**src/rtl/target_port.sv**
```systemverilog
`default_nettype none
// ============================================================================
// target_port : serial-bus target responder; deserializes address/data,
//               decodes device ID, handshakes with local memory, serializes reads
// Revision    : 1.0
// ============================================================================
module target_port #(
  parameter logic [3:0] DEVICE_ID     = 4'h1,
  parameter int         SPLIT_TIMEOUT = 8
) (
  input  logic        clk,
  input  logic        rst_n,
  input  logic        bus_data_in,
  input  logic        bus_data_in_valid,
  input  logic        bus_mode,
  input  logic        bus_init_rw,
  input  logic        bus_init_ready,
  output logic        bus_data_out,
  output logic        bus_data_out_valid,
  output logic        target_ack,
  output logic        target_split,
  output logic [11:0] mem_addr,
  output logic [7:0]  mem_wdata,
  output logic        mem_we,
  output logic        mem_re,
  input  logic        mem_ready,
  input  logic [7:0]  mem_rdata,
  input  logic        mem_rvalid,
  output logic        busy
);

  localparam logic [15:0] C_SPLIT_LIMIT = 16'(SPLIT_TIMEOUT);
  localparam logic        C_SPLIT_EN    = (SPLIT_TIMEOUT != 0);

  typedef enum logic [2:0] {
    ST_RX_ADDR  = 3'd0,
    ST_RX_DATA  = 3'd1,
    ST_WR_LOCAL = 3'd2,
    ST_RD_LOCAL = 3'd3,
    ST_TX_DATA  = 3'd4
  } state_t;

  state_t      r_state, w_state_n;
  logic [14:0] r_addr_sr, w_addr_sr_n;
  logic [3:0]  r_addr_cnt, w_addr_cnt_n;
  logic [6:0]  r_data_sr, w_data_sr_n;
  logic [2:0]  r_data_cnt, w_data_cnt_n;
  logic [2:0]  r_tx_cnt, w_tx_cnt_n;
  logic [15:0] r_wait_cnt, w_wait_cnt_n;
  logic        r_split_done, w_split_done_n;
  logic [7:0]  r_rbyte, w_rbyte_n;

  logic [11:0] w_mem_addr_n;
  logic [7:0]  w_mem_wdata_n;
  logic        w_mem_we_n, w_mem_re_n;
  logic        w_dout_n, w_dout_valid_n, w_ack_n, w_split_n, w_busy_n;
  logic [3:0]  w_dev_id;
  logic        w_split_hit;

  // Only the top nibble matters for decode; the last bit arrives on the bus itself.
  assign w_dev_id    = {bus_data_in, r_addr_sr[14:12]};
  assign w_split_hit = C_SPLIT_EN && !r_split_done && ((r_wait_cnt + 16'd1) == C_SPLIT_LIMIT);

  always_comb begin
    w_state_n      = r_state;
    w_addr_sr_n    = r_addr_sr;
    w_addr_cnt_n   = r_addr_cnt;
    w_data_sr_n    = r_data_sr;
    w_data_cnt_n   = r_data_cnt;
    w_tx_cnt_n     = r_tx_cnt;
    w_wait_cnt_n   = r_wait_cnt;
    w_split_done_n = r_split_done;
    w_rbyte_n      = r_rbyte;
    w_mem_addr_n   = mem_addr;
    w_mem_wdata_n  = mem_wdata;
    w_mem_we_n     = mem_we;
    w_mem_re_n     = mem_re;
    w_dout_n       = bus_data_out;
    w_dout_valid_n = 1'b0;
    w_ack_n        = 1'b0;
    w_split_n      = 1'b0;

    case (r_state)
      ST_RX_ADDR: begin
        if (bus_data_in_valid && !bus_mode) begin
          if (r_addr_cnt == 4'd15) begin
            w_addr_cnt_n = 4'd0;
            if (w_dev_id == DEVICE_ID) begin
              if (bus_init_rw) begin
                w_state_n    = ST_RX_DATA;
                w_data_cnt_n = 3'd0;
              end else begin
                w_state_n      = ST_RD_LOCAL;
                w_mem_re_n     = 1'b1;
                w_mem_addr_n   = r_addr_sr[11:0];
                w_wait_cnt_n   = 16'd0;
                w_split_done_n = 1'b0;
              end
            end
          end else begin
            // LSB-first: after 15 shifts bit n sits at position n.
            w_addr_sr_n  = {bus_data_in, r_addr_sr[14:1]};
            w_addr_cnt_n = r_addr_cnt + 4'd1;
          end
        end
      end

      ST_RX_DATA: begin
        if (bus_data_in_valid) begin
          if (bus_mode) begin
            if (r_data_cnt == 3'd7) begin
              w_state_n     = ST_WR_LOCAL;
              w_mem_we_n    = 1'b1;
              w_mem_wdata_n = {bus_data_in, r_data_sr};
              w_mem_addr_n  = r_addr_sr[11:0];
              w_data_cnt_n  = 3'd0;
            end else begin
              w_data_sr_n  = {bus_data_in, r_data_sr[6:1]};
              w_data_cnt_n = r_data_cnt + 3'd1;
            end
          end else begin
            // Abort: this address bit starts a fresh address.
            w_state_n    = ST_RX_ADDR;
            w_addr_sr_n  = {bus_data_in, r_addr_sr[14:1]};
            w_addr_cnt_n = 4'd1;
            w_data_cnt_n = 3'd0;
          end
        end
      end

      ST_WR_LOCAL: begin
        if (mem_we && mem_ready) begin
          w_mem_we_n = 1'b0;
          w_ack_n    = 1'b1;
          w_state_n  = ST_RX_ADDR;
        end
      end

      ST_RD_LOCAL: begin
        if (mem_rvalid) begin
          w_rbyte_n    = mem_rdata;
          w_mem_re_n   = 1'b0;
          w_state_n    = ST_TX_DATA;
          w_wait_cnt_n = 16'd0;
          if (bus_init_ready) begin
            w_dout_n       = mem_rdata[0];
            w_dout_valid_n = 1'b1;
            w_tx_cnt_n     = 3'd1;
          end else begin
            w_tx_cnt_n = 3'd0;
          end
        end else begin
          if (r_wait_cnt != 16'hFFFF) begin
            w_wait_cnt_n = r_wait_cnt + 16'd1;
          end
          if (w_split_hit) begin
            w_split_n      = 1'b1;
            w_split_done_n = 1'b1;
          end
        end
      end

      ST_TX_DATA: begin
        if (bus_init_ready) begin
          w_dout_n       = r_rbyte[r_tx_cnt];
          w_dout_valid_n = 1'b1;
          if (r_tx_cnt == 3'd7) begin
            w_ack_n    = 1'b1;
            w_state_n  = ST_RX_ADDR;
            w_tx_cnt_n = 3'd0;
          end else begin
            w_tx_cnt_n = r_tx_cnt + 3'd1;
          end
        end
      end

      default: begin
        w_state_n = ST_RX_ADDR;
      end
    endcase

    w_busy_n = (w_state_n != ST_RX_ADDR);
  end

  always_ff @(posedge clk or negedge rst_n) begin
    if (!rst_n) begin
      r_state            <= ST_RX_ADDR;
      r_addr_sr          <= '0;
      r_addr_cnt         <= '0;
      r_data_sr          <= '0;
      r_data_cnt         <= '0;
      r_tx_cnt           <= '0;
      r_wait_cnt         <= '0;
      r_split_done       <= 1'b0;
      r_rbyte            <= '0;
      mem_addr           <= '0;
      mem_wdata          <= '0;
      mem_we             <= 1'b0;
      mem_re             <= 1'b0;
      bus_data_out       <= 1'b0;
      bus_data_out_valid <= 1'b0;
      target_ack         <= 1'b0;
      target_split       <= 1'b0;
      busy               <= 1'b0;
    end else begin
      r_state            <= w_state_n;
      r_addr_sr          <= w_addr_sr_n;
      r_addr_cnt         <= w_addr_cnt_n;
      r_data_sr          <= w_data_sr_n;
      r_data_cnt         <= w_data_cnt_n;
      r_tx_cnt           <= w_tx_cnt_n;
      r_wait_cnt         <= w_wait_cnt_n;
      r_split_done       <= w_split_done_n;
      r_rbyte            <= w_rbyte_n;
      mem_addr           <= w_mem_addr_n;
      mem_wdata          <= w_mem_wdata_n;
      mem_we             <= w_mem_we_n;
      mem_re             <= w_mem_re_n;
      bus_data_out       <= w_dout_n;
      bus_data_out_valid <= w_dout_valid_n;
      target_ack         <= w_ack_n;
      target_split       <= w_split_n;
      busy               <= w_busy_n;
    end
  end

endmodule
`default_nettype wire
```
**config.mk**
```make
export PLATFORM = sky130hd
export DESIGN_NAME = target_port
export DESIGN_NICKNAME = d
export VERILOG_FILES = /design/src/rtl/target_port.sv
export SDC_FILE = /design/constraint.sdc
export NUM_CORES = 1
export LEC_CHECK = 0
export ABC_AREA = 1
export CORE_UTILIZATION = 39
export DETAILED_ROUTE_END_ITERATION = 12
export MAX_ROUTING_LAYER = met4
export REMOVE_ABC_BUFFERS = 1
export SLEW_MARGIN = 20
export SYNTH_ARGS = -nofsm -noshare
export SYNTH_HDL_FRONTEND = slang
export SYNTH_SLANG_ARGS = --single-unit
```
**constraint.sdc**
```tcl
create_clock -name clk -period 4.9 [get_ports clk]
set_input_delay 1.225 -clock clk [delete_from_list [all_inputs] [get_ports clk]]
set_output_delay 1.225 -clock clk [all_outputs]
set_load 0.01 [all_outputs]
```
== Word-level counts from Yosys, hierarchy flattened ==
Index checks and enable logic that the tools add are counted.
Widths: inputs -> output; s select.

* Register bits after elaboration: 87
* Output and inout port bits: 27
* Input port bits: 17
* Word-level logic and storage cells: 159

* Equal/unequal tests: 27
* Order comparisons: 1
* Bitwise operators: 1
* $add $sub $neg: 4
* Reductions and logical operators: 24
* Multiplexer cells: 84

{| class="wikitable"
|+ Operators with widths
! cell !! count
|-
| $mux 16 || 6
|-
| $mux 12 || 7
|-
| $mux 15 || 4
|-
| $mux 3 || 20
|-
| $ne 2x2->1 const B || 16
|-
| $pmux 16 s2 || 1
|-
| $pmux 15 s2 || 1
|-
| $mux 1 || 28
|-
| $pmux 12 s2 || 1
|-
| $reduce_and 6->1 || 3
|-
| $add 16x1->16 const B || 1
|-
| $eq 16x4->1 const B || 1
|-
| $mux 4 || 4
|-
| $ne 16x16->1 const B || 1
|-
| $reduce_and 4->1 || 4
|-
| $pmux 3 s5 || 1
|-
| $pmux 1 s2 || 6
|-
| $pmux 3 s2 || 2
|-
| $reduce_and 5->1 || 2
|-
| $eq 3x3->1 const B || 3
|-
| $pmux 4 s2 || 1
|-
| $reduce_and 8->1 || 1
|-
| $reduce_bool 2->1 || 4
|-
| $reduce_and 7->1 || 1
|-
| other kinds (17) || 22
|}

== Logic depth before layout (Yosys ltp) ==
Gate-level depths: netlist (run 1).

* Depth after elaboration: 6
* Gate-level depth with buffers: 14
* Depth with buffers taken out: 14

== Least setup slack after synthesis (run 1) ==
Ideal clock, no wire load.

* Kind: input to register
* From: input bus_data_in_valid
* To: register r_addr_sr[11]
* Slack: 2634 ps
* Data arrival time: 2137 ps
* Required time: 4771 ps
* Buffers on the path: 1
* Stages on the path: 8
* Path through: inv_2 -> nor2_1 -> inv_1 -> nor2_2 -> o21ai_0 -> clkbuf_1 -> nor2_1 -> a21oi_1

* Word-level cells in the longest chain between the ends: 3
* Elaborated cells between the ends (all ways): 4
* Classes of those cells: eq/ne: 2; reduce/logical: 2

{| class="wikitable"
|+ RTL lines
! what !! line !! source
|-
| start, declared || 14 || <nowiki>input logic bus_data_in_valid,</nowiki>
|-
| $logic_and 1x1->1 || 85 || <nowiki>if (bus_data_in_valid && !bus_mode) begin</nowiki>
|-
| $ne 2x2->1 (no line) || -- ||
|-
| $reduce_and 5->1 (no line) * || -- ||
|-
| end signal, assigned || 207 || <nowiki>r_addr_sr <= w_addr_sr_n;</nowiki>
|-
| end, declared || 44 || <nowiki>logic [14:0] r_addr_sr, w_addr_sr_n;</nowiki>
|}

Mark *: on every way between the ends. The rest lies on a longest branch, timed or not.
A chain may end at the register's enable or synchronous reset.

== Final worst setup path (run 1) ==
* From: input bus_data_in_valid
* To: register mem_addr[11]

* Word-level cells in the longest chain between the ends: 3
* Elaborated cells between the ends (all ways): 4
* Classes of those cells: eq/ne: 2; reduce/logical: 2

{| class="wikitable"
|+ RTL lines
! what !! line !! source
|-
| $logic_and 1x1->1 || 85 ||
|-
| $ne 2x2->1 (no line) || -- ||
|-
| $reduce_and 8->1 (no line) * || -- ||
|-
| end signal, assigned || 215 || <nowiki>mem_addr <= w_mem_addr_n;</nowiki>
|-
| end, declared || 22 || <nowiki>output logic [11:0] mem_addr,</nowiki>
|}

Marks and branches as above.

==> results of run 1 <==
==> cell usage in the layout (no fill, tap or decap), drive strengths merged, types with 2 or more instances in the layout <==
master         instances
a22o                   3
clkbuf                10
inv                   64
xnor2                  2
buf                    3
o21ai                 77
a31oi                  2
xor2                   2
a21oi                 10
nand3                 30
clkdlybuf4s50         42
nand2                138
nor3                   2
clkinvlp               2
clkinv                 3
o31ai                  2
o21a                   2
nor2                  39
nand4                  4
dfrtp                 87
o211ai                 3
ha                     6
==> Yosys cell counts (3+ instances only) <==
library cell / count / area, sq um
nand2_2: 5 / 31.3
ha_1: 6 / 75.1
a22o_1: 3 / 26.3
nand4_1: 4 / 25.0
nand3_1: 27 / 135
o21ai_0: 51 / 255
nand2_1: 132 / 495
o21ai_2: 13 / 114
o21ai_1: 13 / 65.1
dfrtp_1: 87 / 2180
nand3_2: 3 / 30.0
nor2_1: 29 / 109
inv_1: 55 / 206
buf_6: 3 / 33.8
nor2_2: 6 / 37.5
clkbuf_1: 4 / 15.0
nor2_4: 4 / 45.0
a21oi_1: 8 / 40.0
inv_2: 7 / 26.3
o211ai_1: 3 / 22.5
==> worst max path at each step <==
stage,slack [ps],depth (start not counted),end
floorplan,2120,7,r_addr_sr[11]$_DFFE_PN0P_
global placement,1800,8,mem_addr[5]$_DFFE_PN0P_
detailed placement,1770,8,mem_addr[11]$_DFFE_PN0P_
CTS,2160,8,mem_addr[11]$_DFFE_PN0P_
global route,1990,8,mem_addr[0]$_DFFE_PN0P_
finish,2170,8,mem_addr[11]$_DFFE_PN0P_
==> power groups by stage <==
stage,clock network (mW),registers (mW),logic (mW)
after detailed placement,0,1.11,0.806
after floorplan,0,1.09,0.553
final,0.464,1.10,0.800
after global routing,0.512,1.13,0.929
after CTS,0.483,1.10,0.810
after global placement,0,1.10,0.778
==> registers in the layout, indices dropped and copies added (netlist names), 3 cells and up <==
signal,count
r_data_cnt,3
r_addr_cnt,4
r_wait_cnt,16
r_tx_cnt,3
mem_addr,12
mem_wdata,8
r_rbyte,8
r_state,3
r_data_sr,7
r_addr_sr,15
==> per-stage QoR <==
stage | instance area, sq um | cells | hold WS [ps] | utilization | total power, mW
2_1_floorplan | 4080 | 478 | 437 | - | 1.65
3_3_place_gp | 4700 | 659 | 454 | 0.455 | 1.88
3_5_place_dp | 4700 | 659 | 458 | 0.455 | 1.92
4_1_cts | 4880 | 675 | 482 | 0.472 | 2.39
5_1_grt | 4880 | 675 | 491 | 0.472 | 2.57
6_report | 4880 | 675 | 478 | 0.472 | 2.36
==> cell type report <==
type / instances / area, sq um
Clock buffer: 10 / 128
Timing Repair Buffer: 45 / 443
Tap cell: 136 / 170
Fill cell: 1034 / 5450
Clock inverter: 6 / 52.6
Multi-Input combinational cell: 328 / 1670
Sequential cell: 87 / 2180
Inverter: 63 / 238
==> cells by family (layout without fill, tap and decap cells) <==
family	after synthesis	in the layout	synth area share
and+or+nand+nor	217	217	0.231
AOI/OAI and AO/OA	101	101	0.145
DFF	87	87	0.526
buffers and inverters	72	124	0.0716
adders and majority gates	6	6	0.0181
xor gates and xnor gates	4	4	0.00847
==> tightest hold or removal path: cells and delay by family, from the launching register on <==
kind             cells  cell delay [ps]
and+or+nand+nor      2              100
DFF                  1              350
==> layer usage <==
| metal | up-vias | track usage | wire length [um] |
|---|---|---|---|
| li1 | 1662 | - | - |
| met1 | 1500 | 0.229 | 4010 |
| met2 | 65 | 0.261 | 3750 |
| met3 | 10 | 0.0324 | 308 |
| met4 | 0 | 0.0503 | 103 |
| met5 | - | - | 0 |
==> impl_metrics.json, run 1 <==
{
  "die_h_um": 105,
  "synthArstFlopShare": 1.00,
  "grt_util_all_layers": 0.170,
  "clock_path_buffers": 2,
  "clkLatencyLatePin_ps": 360,
  "num_vias": 3237,
  "worstSetupStartpoint": "bus_data_in_valid",
  "htreeDepth": 3,
  "hold_viol": 0,
  "gp_congestion": 0.874,
  "wl_per_cell_um": 12.1,
  "area_delta_synth_final_pct": 17.8,
  "dp_slack_ps": 1770,
  "die_w_um": 105,
  "maxCapViolCount": 0,
  "synth_seq_cells": 87,
  "firstDrtPassIters": 4,
  "antenna_found_initial": 0,
  "synth_edf_count": 0,
  "synth_cells": 487,
  "ir_drop_v": 0.000189,
  "avgViaCountPerCell": 4.80,
  "post-route-drc-count": 0,
  "yosysWarnings": 0,
  "r2r_slack_ps": 2860,
  "slowest_delay_ps": 510,
  "numCtsBuffers": 9,
  "nNetsFinal": 557,
  "cts_tree": "built",
  "period_needed_ps": 2730,
  "drive_gt1_frac": 0.115,
  "core_area_sq_um": 10300,
  "tns_ps": 0,
  "rsz0062_at_grt": "false",
  "synth_ff_type": "dfrtp_1",
  "p_leak_nw": 2.28,
  "cts-root-buf": "clkbuf_8",
  "critPathSlowestCell": "clkdlybuf4s50_1",
  "die_area_sq_um": 11000,
  "skew_ps": 11.4,
  "num_rows": 37,
  "antenna_cells": 0,
  "p_switching_mw": 0.913,
  "slew_viol_final": 0,
  "status": "finished, final reports clean",
  "setup_ws_ps": 2170,
  "grt_pass1_vias": 3185,
  "cp_cell_sequence": "clkdlybuf4s50_1 -> inv_2 -> nor2_1 -> a21oi_2 -> a21oi_2 -> nand3_2 -> nand2_1 -> o21ai_2",
  "reg2reg_depth": 10,
  "drtAntennaViolNets": 0,
  "cts_hold_buf": 0,
  "ys_seq_area_frac": 0.526,
  "cts_setup_buffers": 0,
  "sw_frac_of_total": 0.387,
  "period_share": 0.557,
  "internal-power_mw": 1.45,
  "clkSlewWorstSetupHoldPaths_ps": 100,
  "relSlewSlack": 0.358,
  "critPathBufInv": 2,
  "reg2reg_to": "mem_addr[11]$_DFFE_PN0P_",
  "hpwl_um": 5830,
  "power_density_nw_per_um2": 484,
  "crit_top_cell": "a21oi_2",
  "syn_avg_cell_area_sq_um": 8.50,
  "drt_iter0_drc": 136,
  "grt_first_pass_wirelength_um": 14800,
  "min_to": "r_rbyte[4]$_DFFE_PN0P_",
  "critPathMaxFanout": 24,
  "cts_resized": 0,
  "synth_area_sq_um": 4140,
  "critPathTopFamily": "simple AND/OR/NAND/NOR gates",
  "max_freq_mhz": 366,
  "port_buffers": 43,
  "p_clk_frac": 0.197,
  "synth_cell_types": 36,
  "drt_wl_total_um": 8180,
  "cp-start-kind": "input port",
  "criticalPathCategory": "input port to flop",
  "comb_power_share": 0.339,
  "grt.overflow.total": 0,
  "cts_sinks": 87,
  "end_kind": "flop",
  "grt_max_degree": 59,
  "holdPathStages": 2,
  "tightest_slew_ps": 962,
  "setup-violations-final": 0,
  "ios": 44,
  "seqPwrFrac": 0.464,
  "worstPathArrival_ps": 2970,
  "start_util": 0.401,
  "min_from": "r_rbyte[4]$_DFFE_PN0P_",
  "r2r_start": "r_state[1]$_DFF_PN0_",
  "worstPathRequired_ps": 5140,
  "hold_path_class": "flop to flop"
}
No activity file was read; power rests on OpenSTA's default activity.
==> inputs of run 2 (changes only) <==
==> constraint.sdc (replaced) <==
create_clock -name clk -period 2.8 [get_ports clk]
set_input_delay 0.7 -clock clk [delete_from_list [all_inputs] [get_ports clk]]
set_output_delay 0.7 -clock clk [all_outputs]
set_load 0.01 [all_outputs]
==> impl_metrics.json, run 2 (same netlist as run 1, synthesis figures left out) <==
{
  "status": "finished, final reports clean",
  "cp_cell_sequence": "clkdlybuf4s50_1 -> inv_2 -> nor2_1 -> inv_1 -> nor2_2 -> o21ai_2 -> nand2_1 -> o21ai_0",
  "clock_path_buffers": 2,
  "power_density_nw_per_um2": 843,
  "gp_congestion": 0.831,
  "clkLatencyLatePin_ps": 350,
  "drt_wl_total_um": 8020,
  "period_needed_ps": 2140,
  "grt_first_pass_wirelength_um": 14200,
  "cts_setup_buffers": 0,
  "max_freq_mhz": 468,
  "worstPathRequired_ps": 2990,
  "use_met3": 0.0287,
  "hold_viol": 0,
  "numCtsBuffers": 9,
  "cts_sinks": 87,
  "die_w_um": 105,
  "num_vias": 3205,
  "relSlewSlack": 0.371,
  "top_register": "r_wait_cnt",
  "slew_viol_final": 0,
  "hpwl_um": 5770,
  "port_buffers": 43,
  "slowest_delay_ps": 510,
  "dp_cells": 660,
  "cts_tree": "built",
  "ios": 44,
  "tightest_slew_ps": 944,
  "drive_gt1_frac": 0.117,
  "ir_drop_v": 0.000312,
  "grt_pass1_vias": 3080,
  "antenna_cells": 0,
  "hold_path_class": "input port to async pin",
  "skew_ps": 16.5,
  "num_rows": 37,
  "clkSlewWorstSetupHoldPaths_ps": 90,
  "wl_per_cell_um": 11.9,
  "avgViaCountPerCell": 4.74,
  "grt_util_all_layers": 0.164,
  "final_cell_mix": "132 x nand2_1, 87 x dfrtp_1, 55 x inv_1",
  "period_share": 0.763,
  "htreeDepth": 3,
  "p_leak_nw": 2.29,
  "cp-start-kind": "input port",
  "area_delta_synth_final_pct": 18.4,
  "start_util": 0.401,
  "antenna_found_initial": 0,
  "criticalPathCategory": "input port to flop",
  "firstDrtPassIters": 4,
  "rsz0062_at_grt": "false",
  "drt_iter0_drc": 137,
  "final_common_cell": "nand2_1",
  "setup-violations-final": 0,
  "cts_resized": 0,
  "critPathSlowestCell": "clkdlybuf4s50_1",
  "gr-usage-met2": 0.245,
  "r2r_start": "r_addr_cnt[0]$_DFFE_PN0P_",
  "fin_total_pwr_mw": 4.13,
  "worstPathArrival_ps": 2330,
  "grt.overflow.total": 0,
  "critPathMaxFanout": 30,
  "nNetsFinal": 558,
  "post-route-drc-count": 0,
  "end_kind": "flop",
  "tns_ps": 0,
  "core_area_sq_um": 10300,
  "cts_hold_buf": 0,
  "fin_cells": 676,
  "worstSetupStartpoint": "bus_data_in_valid",
  "largestRegisters": "r_wait_cnt (16), r_addr_sr (15), mem_addr (12)",
  "maxCapViolCount": 0,
  "grt_max_degree": 57,
  "die_area_sq_um": 11000,
  "grt_util_met1": 0.225,
  "drtAntennaViolNets": 0,
  "largest_reg_flops": 16,
  "postLayoutCoreUtil": 0.475,
  "die_h_um": 105,
  "top_usage_layer": "met2",
  "cts-root-buf": "clkbuf_8"
}
==> run 2: final timing paths <==
| check | slack (ps) | end | cells past startpoint |
|---|---|---|---|
| setup / recovery | 660 | r_addr_sr[3]$_DFFE_PN0P_ | 8 |
| hold / removal | 270 | mem_wdata[1]$_DFFE_PN0P_ | 1 |
| setup reg to reg | 830 | r_addr_sr[10]$_DFFE_PN0P_ | 4 |
| hold reg to reg | 470 | r_rbyte[6]$_DFFE_PN0P_ | 2 |
| max in group asynchronous | 1890 | r_wait_cnt[6]$_DFFE_PN0P_ | 2 |
| min in group clk | 470 | r_rbyte[6]$_DFFE_PN0P_ | 2 |
==> run 2: layout make-up <==
type	instances	area, sq um
Clock buffer	11	141
Clock inverter	5	41.3
Fill cell	1030	5420
Inverter	63	238
Multi-Input combinational cell	328	1670
Sequential cell	87	2180
Tap cell	136	170
Timing Repair Buffer	46	463
==> run 2: per-stage QoR <==
step                      hold slack [ps]  instance area (sq um)  setup WS (ps)
after floorplan                       404                   4080            345
after global placement                455                   4720            330
after detailed placement              456                   4720            276
after CTS                             276                   4900            656
after global routing                  278                   4900            492
final                                 268                   4900            664
==> run 2: layer usage <==
layer / vias to the layer above / part of all wire
met2: 50 / 0.46
met5: - / 0
met4: 0 / 0.0054
met1: 1486 / 0.51
met3: 4 / 0.030
li1: 1665 / -
==> run 2: worst max-delay path: cells and delay by family <==
kind | cells | cell delay (ps)
AO/OA/AOI/OAI | 2 | 410
buffers and inverters | 3 | 670
AND/OR/NAND/NOR | 3 | 540
==> run 2: power breakdown <==
part / switching [mW] / leakage, nW / internal [mW]
clock network: 0.458 / 0.0861 / 0.353
logic: 0.845 / 1.07 / 0.556
registers: 0.271 / 1.13 / 1.65
total: 1.57 / 2.29 / 2.56
==> inputs of run 3 (changes only) <==
==> constraint.sdc (replaced) <==
create_clock -name clk -period 2.15 [get_ports clk]
set_input_delay 0.5375 -clock clk [delete_from_list [all_inputs] [get_ports clk]]
set_output_delay 0.5375 -clock clk [all_outputs]
set_load 0.01 [all_outputs]
==> impl_metrics.json, run 3 (same netlist as run 1, synthesis figures left out) <==
{
  "status": "finished, final reports clean",
  "cts_tree": "built",
  "cts_resized": 0,
  "hold_path_class": "input port to async pin",
  "numCtsBuffers": 9,
  "end_kind": "flop",
  "grt_max_degree": 88,
  "clkSlewWorstSetupHoldPaths_ps": 100,
  "largestRegisters": "r_wait_cnt (16), r_addr_sr (15), mem_addr (12)",
  "grt_first_pass_wirelength_um": 14500,
  "avgViaCountPerCell": 4.73,
  "tightest_slew_ps": 486,
  "wl_per_cell_um": 11.9,
  "cts_hold_buf": 0,
  "grt_pass1_vias": 3197,
  "nNetsFinal": 572,
  "relSlewSlack": 0.676,
  "cts_sinks": 87,
  "p_switching_mw": 2.09,
  "antenna_found_initial": 0,
  "p_leak_nw": 2.38,
  "core_area_sq_um": 10300,
  "dp_slack_ps": -114,
  "grt.overflow.total": 0,
  "top_register": "r_wait_cnt",
  "setup-violations-final": 0,
  "skew_ps": 13.1,
  "hpwl_um": 5810,
  "max_freq_mhz": 523,
  "gp_congestion": 0.831,
  "drtAntennaViolNets": 0,
  "htreeDepth": 3,
  "cts-root-buf": "clkbuf_8",
  "critPathMaxFanout": 9,
  "seqPwrFrac": 0.444,
  "port_buffers": 43,
  "placed_cell_area_sq_um": 4850,
  "num_rows": 37,
  "final_cell_area_sq_um": 5070,
  "rsz0062_at_grt": "false",
  "p_clk_frac": 0.216,
  "ios": 44,
  "cts_setup_buffers": 0,
  "final_common_cell": "nand2_1",
  "grt_util_all_layers": 0.169,
  "die_area_sq_um": 11000,
  "drt_iter0_drc": 141,
  "area_delta_synth_final_pct": 22.4,
  "internal-power_mw": 3.53,
  "firstDrtPassIters": 4,
  "comb_power_share": 0.339,
  "maxCapViolCount": 0,
  "post-route-drc-count": 0,
  "drt_wl_total_um": 8210,
  "clock_path_buffers": 2,
  "ir_drop_v": 0.000404,
  "criticalPathCategory": "input port to flop",
  "clkLatencyLatePin_ps": 360,
  "drive_gt1_frac": 0.143,
  "hold_viol": 0,
  "die_w_um": 105,
  "worstPathRequired_ps": 2440,
  "power_density_nw_per_um2": 1110,
  "slew_viol_final": 0,
  "start_util": 0.401,
  "period_needed_ps": 1910,
  "fill_cells": 1003,
  "antenna_cells": 0,
  "period_share": 0.890,
  "sw_frac_of_total": 0.372,
  "worstPathArrival_ps": 2200,
  "largest_reg_flops": 16,
  "setup_ws_ps": 237,
  "die_h_um": 105,
  "cp-start-kind": "input port",
  "num_vias": 3262,
  "final_cell_mix": "132 x nand2_1, 87 x dfrtp_1, 55 x inv_1"
}
run 3: through the flow:
| step | total power [mW] | TNS, ps | util | cells | hold slack, ps |
|---|---|---|---|---|---|
| floorplan | 3.75 | -4570 | - | 478 | 242 |
| global placement | 4.39 | -13.2 | 0.470 | 674 | 456 |
| detailed placement | 4.46 | -1160 | 0.470 | 674 | 458 |
| CTS | 5.71 | 0 | 0.490 | 690 | 214 |
| global route | 6.13 | 0 | 0.491 | 690 | 226 |
| finish | 5.63 | 0 | 0.491 | 690 | 160 |
run 3: area by class of cell:
class | count | area [sq um] | share of cell area
multi-input cells | 328 | 1680 | 0.331
clock buffers | 10 | 138 | 0.0272
well taps | 136 | 170 | 0.0336
flip-flops and latches | 87 | 2180 | 0.430
clock inverters | 6 | 75.1 | 0.0148
repair buffers | 60 | 593 | 0.117
inverters | 63 | 238 | 0.0469
run 3: worst paths after layout:
| path | start | endpoint | cells after the start | slack, ps |
|---|---|---|---|---|
| min in group clk | r_rbyte[1]$_DFFE_PN0P_ | r_rbyte[1]$_DFFE_PN0P_ | 2 | 480 |
| hold reg to reg | r_rbyte[1]$_DFFE_PN0P_ | r_rbyte[1]$_DFFE_PN0P_ | 2 | 480 |
| max in group asynchronous | rst_n | r_addr_sr[10]$_DFFE_PN0P_ | 2 | 1580 |
| hold / removal | rst_n | r_data_sr[0]$_DFFE_PN0P_ | 2 | 160 |
| setup / recovery | bus_data_in_valid | r_wait_cnt[9]$_DFFE_PN0P_ | 10 | 240 |
| setup reg to reg | r_wait_cnt[1]$_DFFE_PN0P_ | r_split_done$_DFFE_PN0P_ | 14 | 270 |
run 3: power groups by stage:
stage / logic (mW) / registers [mW] / clock network (mW)
2_1_floorplan: 1.26 / 2.49 / 0
3_3_place_gp: 1.88 / 2.51 / 0
3_5_place_dp: 1.93 / 2.53 / 0
4_1_cts: 1.94 / 2.50 / 1.27
5_1_grt: 2.22 / 2.58 / 1.33
6_report: 1.91 / 2.50 / 1.22
run 3: worst max-delay path: stages:
cell             delay (ps)
clkdlybuf4s50_1         490
inv_2                    40
nor2_1                  200
a21oi_2                 100
a21oi_1                 120
and2_1                  180
nand2_4                 100
nor2_4                  240
nand3_1                 100
o21ai_1                  90
run 3: per-layer routing:
metal / wire, um / part of all wire / up-vias / track usage
met5: 0 / 0 / - / -
met4: 103 / 0.013 / 0 / 0.0594
met3: 253 / 0.031 / 11 / 0.0381
met2: 3810 / 0.46 / 47 / 0.265
met1: 4040 / 0.49 / 1511 / 0.217
li1: - / - / 1693 / -
